**src/rtl/commit_trace_buffer_if.sv**
```systemverilog
// Read-side port of the commit trace buffer.
// Carries the valid/ready handshake and the head record fields.
//   out_valid  head record available (driven by the buffer)
//   out_ready  reader accepts the head record (driven by the reader)
//   rec_kind   0 = register write, 1 = memory store
//   rec_pc     PC of the capture cycle
//   rec_addr   register number (zero-extended) or memory address
//   rec_data   written value
interface commit_trace_buffer_if #(
  parameter int PC_W   = 32,
  parameter int ADDR_W = 32
);
  logic              out_valid;
  logic              out_ready;
  logic              rec_kind;
  logic [PC_W-1:0]   rec_pc;
  logic [ADDR_W-1:0] rec_addr;
  logic [31:0]       rec_data;

  modport master (output out_valid, rec_kind, rec_pc, rec_addr, rec_data,
                  input  out_ready);
  modport slave  (input  out_valid, rec_kind, rec_pc, rec_addr, rec_data,
                  output out_ready);
endinterface

```
**src/rtl/commit_trace_buffer.sv**
```systemverilog
// Commit trace buffer: captures architectural side effects (data-memory
// stores and non-R0 register writebacks) tagged with their PC into a
// first-word-fall-through FIFO drained by a debug reader.
// Ports:
//   clk, rst            clock and synchronous active-high reset
//   en                  capture enable
//   pc                  PC tagged onto this cycle's events
//   wb_we/addr/data     register writeback
//   dm_we/re/addr/data  data-memory access (store = we & ~re)
//   rd                  read port (valid/ready plus record fields)
//   count               current occupancy, 0..DEPTH
//   drop_cnt            saturating count of events lost to lack of space
//   overflow            sticky drop flag
//   clr_stats           clears drop_cnt and overflow
module commit_trace_buffer #(
  parameter int DEPTH  = 16,
  parameter int PC_W   = 32,
  parameter int ADDR_W = 32,
  parameter int DROP_W = 16
) (
  input  logic                    clk,
  input  logic                    rst,
  input  logic                    en,
  input  logic [PC_W-1:0]         pc,
  input  logic                    wb_we,
  input  logic [4:0]              wb_addr,
  input  logic [31:0]             wb_data,
  input  logic                    dm_we,
  input  logic                    dm_re,
  input  logic [ADDR_W-1:0]       dm_addr,
  input  logic [31:0]             dm_data,
  commit_trace_buffer_if.master   rd,
  output logic [$clog2(DEPTH):0]  count,
  output logic [DROP_W-1:0]       drop_cnt,
  output logic                    overflow,
  input  logic                    clr_stats
);
  localparam int AW = $clog2(DEPTH);
  localparam int CW = AW + 1;

  logic              mem_kind [DEPTH];
  logic [PC_W-1:0]   mem_pc   [DEPTH];
  logic [ADDR_W-1:0] mem_addr [DEPTH];
  logic [31:0]       mem_data [DEPTH];

  logic [AW-1:0]     wptr, rptr, wptr2;
  logic              st_ev, rg_ev, pop, push_st, push_rg, head_valid;
  logic [CW:0]       space;
  logic [1:0]        n_push, n_drop;
  logic [DROP_W:0]   drop_sum;

  // Space includes the slot freed by a same-cycle pop; the store takes
  // precedence, so the reg event needs one more slot when the store fits.
  always_comb begin
    head_valid = (count != '0);
    st_ev      = en & dm_we & ~dm_re;
    rg_ev      = en & wb_we & (wb_addr != 5'd0);
    pop        = head_valid & rd.out_ready;
    space      = (CW+1)'(DEPTH) - {1'b0, count} + (CW+1)'(pop);
    push_st    = st_ev & (space >= (CW+1)'(1));
    push_rg    = rg_ev & (push_st ? (space >= (CW+1)'(2)) : (space >= (CW+1)'(1)));
    n_push     = {1'b0, push_st} + {1'b0, push_rg};
    n_drop     = {1'b0, st_ev & ~push_st} + {1'b0, rg_ev & ~push_rg};
    wptr2      = wptr + AW'(push_st);
    drop_sum   = {1'b0, drop_cnt} + (DROP_W+1)'(n_drop);
  end

  // Head record falls through combinationally; fields are zero when empty.
  always_comb begin
    rd.out_valid = head_valid;
    rd.rec_kind  = head_valid ? mem_kind[rptr] : 1'b0;
    rd.rec_pc    = head_valid ? mem_pc[rptr]   : '0;
    rd.rec_addr  = head_valid ? mem_addr[rptr] : '0;
    rd.rec_data  = head_valid ? mem_data[rptr] : '0;
  end

  always_ff @(posedge clk) begin
    if (rst) begin
      wptr     <= '0;
      rptr     <= '0;
      count    <= '0;
      drop_cnt <= '0;
      overflow <= 1'b0;
    end else begin
      wptr  <= wptr + AW'(n_push);
      rptr  <= rptr + AW'(pop);
      count <= count + CW'(n_push) - CW'(pop);
      // A drop in the clearing cycle wins: the count restarts at this
      // cycle's drops instead of zero.
      if (clr_stats)
        drop_cnt <= DROP_W'(n_drop);
      else if (drop_sum[DROP_W])
        drop_cnt <= '1;
      else
        drop_cnt <= drop_sum[DROP_W-1:0];
      if (n_drop != 2'd0)
        overflow <= 1'b1;
      else if (clr_stats)
        overflow <= 1'b0;
    end
  end

  // Storage needs no reset; occupancy gates what is visible.
  always_ff @(posedge clk) begin
    if (!rst) begin
      if (push_st) begin
        mem_kind[wptr] <= 1'b1;
        mem_pc[wptr]   <= pc;
        mem_addr[wptr] <= dm_addr;
        mem_data[wptr] <= dm_data;
      end
      if (push_rg) begin
        mem_kind[wptr2] <= 1'b0;
        mem_pc[wptr2]   <= pc;
        mem_addr[wptr2] <= ADDR_W'(wb_addr);
        mem_data[wptr2] <= wb_data;
      end
    end
  end
endmodule

```
**src/flat_wrapper.sv**
```systemverilog
// flat-port wrapper written by rule: the top's interface ports become plain ports
module commit_trace_buffer_flat 
#(
  parameter int DEPTH  = 16,
  parameter int PC_W   = 32,
  parameter int ADDR_W = 32,
  parameter int DROP_W = 16
)
  (clk, rst, en, pc, wb_we, wb_addr, wb_data, dm_we, dm_re, dm_addr, dm_data, count, drop_cnt, overflow, clr_stats, rd_out_valid, rd_rec_kind, rd_rec_pc, rd_rec_addr, rd_rec_data, rd_out_ready);
  commit_trace_buffer_if #(.PC_W(PC_W), .ADDR_W(ADDR_W)) rd_i ();
  input  logic clk;
  input  logic rst;
  input  logic en;
  input  logic [PC_W-1:0] pc;
  input  logic wb_we;
  input  logic [4:0] wb_addr;
  input  logic [31:0] wb_data;
  input  logic dm_we;
  input  logic dm_re;
  input  logic [ADDR_W-1:0] dm_addr;
  input  logic [31:0] dm_data;
  output logic [$clog2(DEPTH):0] count;
  output logic [DROP_W-1:0] drop_cnt;
  output logic overflow;
  input  logic clr_stats;
  output wire logic [$bits(rd_i.out_valid)-1:0] rd_out_valid;
  output wire logic [$bits(rd_i.rec_kind)-1:0] rd_rec_kind;
  output wire logic [$bits(rd_i.rec_pc)-1:0] rd_rec_pc;
  output wire logic [$bits(rd_i.rec_addr)-1:0] rd_rec_addr;
  output wire logic [$bits(rd_i.rec_data)-1:0] rd_rec_data;
  input wire logic [$bits(rd_i.out_ready)-1:0] rd_out_ready;
  assign rd_out_valid = rd_i.out_valid;
  assign rd_rec_kind = rd_i.rec_kind;
  assign rd_rec_pc = rd_i.rec_pc;
  assign rd_rec_addr = rd_i.rec_addr;
  assign rd_rec_data = rd_i.rec_data;
  assign rd_i.out_ready = rd_out_ready;
  commit_trace_buffer #(.DEPTH(DEPTH), .PC_W(PC_W), .ADDR_W(ADDR_W), .DROP_W(DROP_W)) u_core (.clk(clk), .rst(rst), .en(en), .pc(pc), .wb_we(wb_we), .wb_addr(wb_addr), .wb_data(wb_data), .dm_we(dm_we), .dm_re(dm_re), .dm_addr(dm_addr), .dm_data(dm_data), .rd(rd_i), .count(count), .drop_cnt(drop_cnt), .overflow(overflow), .clr_stats(clr_stats));
endmodule
```
**config.mk**
```make
export PLATFORM = sky130hd
export DESIGN_NAME = commit_trace_buffer_flat
export DESIGN_NICKNAME = d
export VERILOG_FILES = /design/src/rtl/commit_trace_buffer_if.sv /design/src/rtl/commit_trace_buffer.sv /design/src/flat_wrapper.sv
export SDC_FILE = /design/constraint.sdc
export NUM_CORES = 2
export LEC_CHECK = 0
export CORE_MARGIN = 4
export CORE_UTILIZATION = 40
export CTS_BUF_LIST = sky130_fd_sc_hd__clkbuf_8 sky130_fd_sc_hd__clkbuf_16
export DETAILED_ROUTE_END_ITERATION = 16
export GPL_TIMING_DRIVEN = 0
export HOLD_SLACK_MARGIN = 0.02
export SYNTH_ARGS = -nofsm -noshare
export SYNTH_HDL_FRONTEND = slang
export SYNTH_SLANG_ARGS = --single-unit
```
**constraint.sdc**
```tcl
create_clock -name clk -period 12.01 [get_ports clk]
set_input_delay 2.402 -clock clk [delete_from_list [all_inputs] [get_ports clk]]
set_output_delay 2.402 -clock clk [all_outputs]
set_load 0.01 [all_outputs]
```
# [Word level (Yosys, flattened, before mapping)]
# Memories as Yosys holds them, arrays and structs flattened. A register that Yosys moved wholly into a read port is not among the register bits.
# Index checks and enable logic that the tools add are counted.
[word_totals] ff_bits=30 ram_bits=1552 inputBits=141 out_inout_bits=120 wordCells=58 memories=4
[memory_table] name="u_core.mem_addr" depth=16 word_bits=32 read_ports=1 rd_ports_with_merged_regs=1 write_ports=2 line="commit_trace_buffer.sv:43" text="logic [ADDR_W-1:0] mem_addr [DEPTH];"
[memory_table] name="u_core.mem_data" depth=16 word_bits=32 read_ports=1 rd_ports_with_merged_regs=1 write_ports=2 line="commit_trace_buffer.sv:44" text="logic [31:0] mem_data [DEPTH];"
[memory_table] name="u_core.mem_pc" depth=16 word_bits=32 read_ports=1 rd_ports_with_merged_regs=1 write_ports=2 line="commit_trace_buffer.sv:42" text="logic [PC_W-1:0] mem_pc [DEPTH];"
[memory_table] name="u_core.mem_kind" depth=16 word_bits=1 read_ports=1 rd_ports_with_merged_regs=1 write_ports=2 line="commit_trace_buffer.sv:41" text="logic mem_kind [DEPTH];"
[classes] addsub=10 magnitude_cmp=2 muxes=19 bitwise_logic=12 n_reduce_logical=5
[op_table] cell="32-bit 2-to-1 mux" n=3
[op_table] cell="16-bit by 2-bit adder with 17-bit output" n=1
[op_table] cell="16-bit 2-to-1 mux" n=1
[op_table] cell="4-bit 2-to-1 mux" n=4
[op_table] cell="1-bit 2-to-1 mux" n=10
[op_table] cell="5-bit nonzero test" n=2
[op_table] cell="1-bit AND" n=9
[op_table] cell="4-bit by 1-bit adder with 4-bit output" n=2
[op_table] cell="6-bit by 1-bit adder with 6-bit output" n=1
[op_table] cell="6-bit by 1-bit greater-or-equal comparator with 1-bit output (second input constant)" n=1
[op_table] cell="6-bit by 2-bit greater-or-equal comparator with 1-bit output (second input constant)" n=1
[op_table] cell="5-bit by 5-bit subtractor with 6-bit output (first input constant)" n=1
[op_table] cell="5-bit by 2-bit adder with 5-bit output" n=1
[op_table] cell="5-bit by 1-bit subtractor with 5-bit output" n=1
[op_table] cell="1-bit by 1-bit adder with 2-bit output" n=2
[op_table] cell="4-bit by 2-bit adder with 4-bit output" n=1
[op_table] cell="2-bit nonzero test" n=2
[op_table] cell="1-bit inverter" n=3
[op_table] cell="2-bit 2-to-1 mux" n=1
[op_table] cell="2-bit OR reduction" n=1

# [Longest topological paths before layout]
[logic_depth] depth_word=13 ltp_mapped=25 ltp_nobuf=21

# [Worst setup path after synthesis]
# No wires, ideal clock.
[synth_path] kind="in2reg" start="input rd_out_ready" end="memory u_core.mem_addr[13][0] (enable)" setup_time_ns=0.591 arrival_ns=8.992 t_required_ns=11.419 path_slack_ns=2.427 cell_stages=10 n_path_buf=2 cell_sequence="nand2_1 -> ha_1 -> inv_1 -> ha_1 -> nor4b_4 -> nor2_1 -> nor4_4 -> buf_4 -> clkbuf_1 -> o21ai_0"
[synth_rtl] item="start, declared" line="flat_wrapper.sv:31" text="input wire logic [$bits(rd_i.out_ready)-1:0] rd_out_ready;"
[synth_rtl] item="end, declared" line="commit_trace_buffer.sv:43"

==> results.yml <==
clock_tree:
  clock_latency_ns: 0.86
  post_cts_resized: 0
  clock_sinks: 1582
  h-tree-depth: 4
  cts_buffer_depth: 3
  cts_setup_buffers: 0
  cts.clk_slew.worst_paths_ns: 0.06
  ctsRootBufferMaster: "clkbuf_16"
  cts_tree: "yes"
  postCtsHoldBufs: 0
  numCtsBuffers: 172
grt:
  busiest_layer: "met2"
  grt_usage_pct: 26.7
  grt.met1_usage_pct: 35.0
  grt-ovfl-total: 0
  met3_usage_pct: 5.70
  grt_max_degree: 45
  grt_pass1_wl_mm: 359
  grt_use_met2_pct: 42.2
  grt_pass1_vias: 48200
  antenna_found_initial: 35
die:
  die_x_um: 434
  rows: 156
  start_util_pct: 40.2
  io_pins: 261
  dieArea_mm2: 0.189
  dieHeight_um: 434
  coreArea_mm2: 0.181
critical_path:
  rrSetupSlack_ns: 1.96
  cpMostUsedCell: "ha_1"
  r2r-end: "u_core.mem_pc[5][17]"
  end_kind: "register"
  worst_setup_path_start_kind: "register"
  crit_path_max_fanout: 42
  r2r_cells: 25
  crit_required_ns: 12.50
  worstReg2RegStart: "u_core.count[2]"
  worst_path_max_delay_cell: "clkbuf_1"
  critPathKind: "register to register"
  cp_slowest_stage_delay_ns: 0.70
  crit_arrival_ns: 10.55
synth:
  synth_area_leaders: "edfxtp_1, mux4_2, dfxtp_1, mux2_2, a21oi_1"
  ys_warn_count: 0
  ys_ff_latch: 1582
  synth_top_area_share_pct: 45.6
  syn_area_mm2: 0.0727
  synth_cells: 5004
  ys.flop_type: "edfxtp_1"
  syn_avg_cell_area_um2: 14.5
  synth.net_count: 5169
  synth-edff-count: 1104
  async_flop_share_pct: 0
  synth_cell_types: 66
  ys_seq_area_share_pct: 58.8
  synth_top_area_cell: "edfxtp_1"
placement:
  hpwl_mm: 171
  place.gp.congestion: 0.947
  port_buffers: 232
timing:
  finalHoldViolations: 0
  rsz0062_at_grt: "no"
  setup_viol: 0
  final.setup_skew_ns: 0.0654
  tns_ns: 0
  tightest_slew_ns: 1.41
  fmax_mhz: 99.5
  slew_headroom_pct: 6.07
  slew_violations: 0
  whs_ns: 0.452
  fin_crit_sh_pct: 83.7
  fin_crit_ns: 10.05
routing:
  drc_errors: 0
  vias: 49500
  avgViaCountPerCell: 6.21
  ant_nets: 0
  wirelength_mm: 256
  dr.pass1.iters: 9
  drt-initial-drc-count: 6847
  routedWlPerCell_um: 32.0
final_layout:
  num-fill-cells: 16000
  areaGrowthSynthToFinish_pct: 16.4
  drive_gt1_share_pct: 26.1
  mostFrequentLayoutCell: "edfxtp_1"
  utilization_pct: 46.8
  fin_nets: 5607
  layout_common_cells: "edfxtp_1, mux4_2, dfxtp_1"
status:
  status: "complete, no violations"
min_path:
  hold_class: "register to register"
  hp-start: "u_core.mem_addr[0][21]"
  holdPathEnd: "u_core.mem_addr[0][21]"
  hold_depth: 2
run:
  drv_cap: 0
power:
  leakage_nw: 27.2
  power_density_mw_per_mm2: 184
  ir_worst_vdd_mv: 0.115
==> critical path: cells and delay by family (launching register included) <==
family / cells / cell delay [ns]
AOI/OAI and AO/OA: 4 / 2.08
adders and majority gates: 5 / 1.40
buffers and inverters: 9 / 3.08
DFF: 1 / 0.49
and+or+nand+nor: 7 / 2.54
==> metal layers <==
metal	vias up	wire, µm	share of wire [%]
li1	20500	-	-
met1	25700	98500	39
met2	2742	120000	47
met3	569	23400	9.2
met4	12	13600	5.3
met5	-	78	0.031
==> final cells by class <==
class / instances / area [µm²] / area share, %
antenna: 25 / 62.6 / 0.0740
timing repair buffer: 264 / 3160 / 3.74
tap: 2370 / 2970 / 3.51
clock inverter: 124 / 958 / 1.13
sequential: 1582 / 42700 / 50.5
inverter: 28 / 105 / 0.124
buffer: 573 / 2510 / 2.97
clock buffer: 193 / 4600 / 5.44
multi-input combinational: 2821 / 27500 / 32.5
==> metrics by stage <==
step | cells | area (µm²) | total power, mW | setup slack (ns)
detailed placement | 7637 | 78900 | 10.4 | 1.45
floorplan | 5004 | 72700 | 8.60 | 2.43
finish | 7980 | 84600 | 15.6 | 1.96
CTS | 7954 | 84500 | 15.6 | 2.16
global route | 7964 | 84500 | 16.0 | 1.68
global placement | 7606 | 78000 | 10.4 | -6.95
==> report_power, final <==
part / internal, mW / switching [mW]
Sequential: 6.03 / 0.0982
Combinational: 1.69 / 2.53
Clock: 2.90 / 2.31
Total: 10.6 / 4.94
==> synth_stat cells (8+ instances only) <==
library cell	n
nand3_1	412
a21oi_1	437
a21o_1	11
mux2_1	84
buf_2	134
nand2_1	63
mux2_2	463
mux4_2	485
mux2i_1	28
mux2_4	10
nor4_1	46
edfxtp_1	1104
o41ai_2	14
buf_6	14
clkbuf_1	338
o21ai_0	328
dfxtp_1	478
xor2_1	8
nor2b_1	13
xnor2_1	10
and2_1	106
ha_1	21
buf_1	65
buf_4	22
nor2_1	71
nand4_1	60
o31ai_1	72
inv_1	27
nand2b_1	9
nor3_1	10
==> logic make-up (layout without fill, tap and decap cells) <==
| logic type | Yosys count | after routing | share of synthesized area (%) |
|---|---|---|---|
| and+or+nand+nor | 822 | 822 | 6.01 |
| adders and majority gates | 24 | 24 | 0.444 |
| other | 0 | 25 | 0 |
| AOI/OAI and AO/OA | 887 | 887 | 6.87 |
| xor gates and xnor gates | 18 | 18 | 0.217 |
| buffers and inverters | 601 | 1182 | 3.59 |
| DFF | 1582 | 1582 | 58.8 |
| muxes | 1070 | 1070 | 24.1 |
==> worst max path at each step <==
stage / cells past startpoint / endpoint / slack (ns) / start
global route: 25 / u_core.mem_pc[5][18] / 1.68 / u_core.count[2]
finish: 25 / u_core.mem_pc[5][17] / 1.96 / u_core.count[2]
floorplan: 10 / u_core.mem_addr[13][0] / 2.43 / rd_out_ready
CTS: 23 / u_core.mem_pc[5][18] / 2.16 / u_core.count[2]
detailed placement: 19 / u_core.mem_pc[5][15] / 1.45 / rd_out_ready
global placement: 14 / u_core.mem_pc[15][18] / -6.95 / u_core.count[2]
==> registers in the layout, summed over array words and instances, names as in the netlist <==
register	flops
u_core.mem_addr	512
u_core.mem_data	512
u_core.mem_pc	512
u_core.drop_cnt	16
u_core.mem_kind	16
u_core.count	5
u_core.rptr	4
u_core.wptr	4
u_core.overflow	1
(Power assumes the default switching activity.)
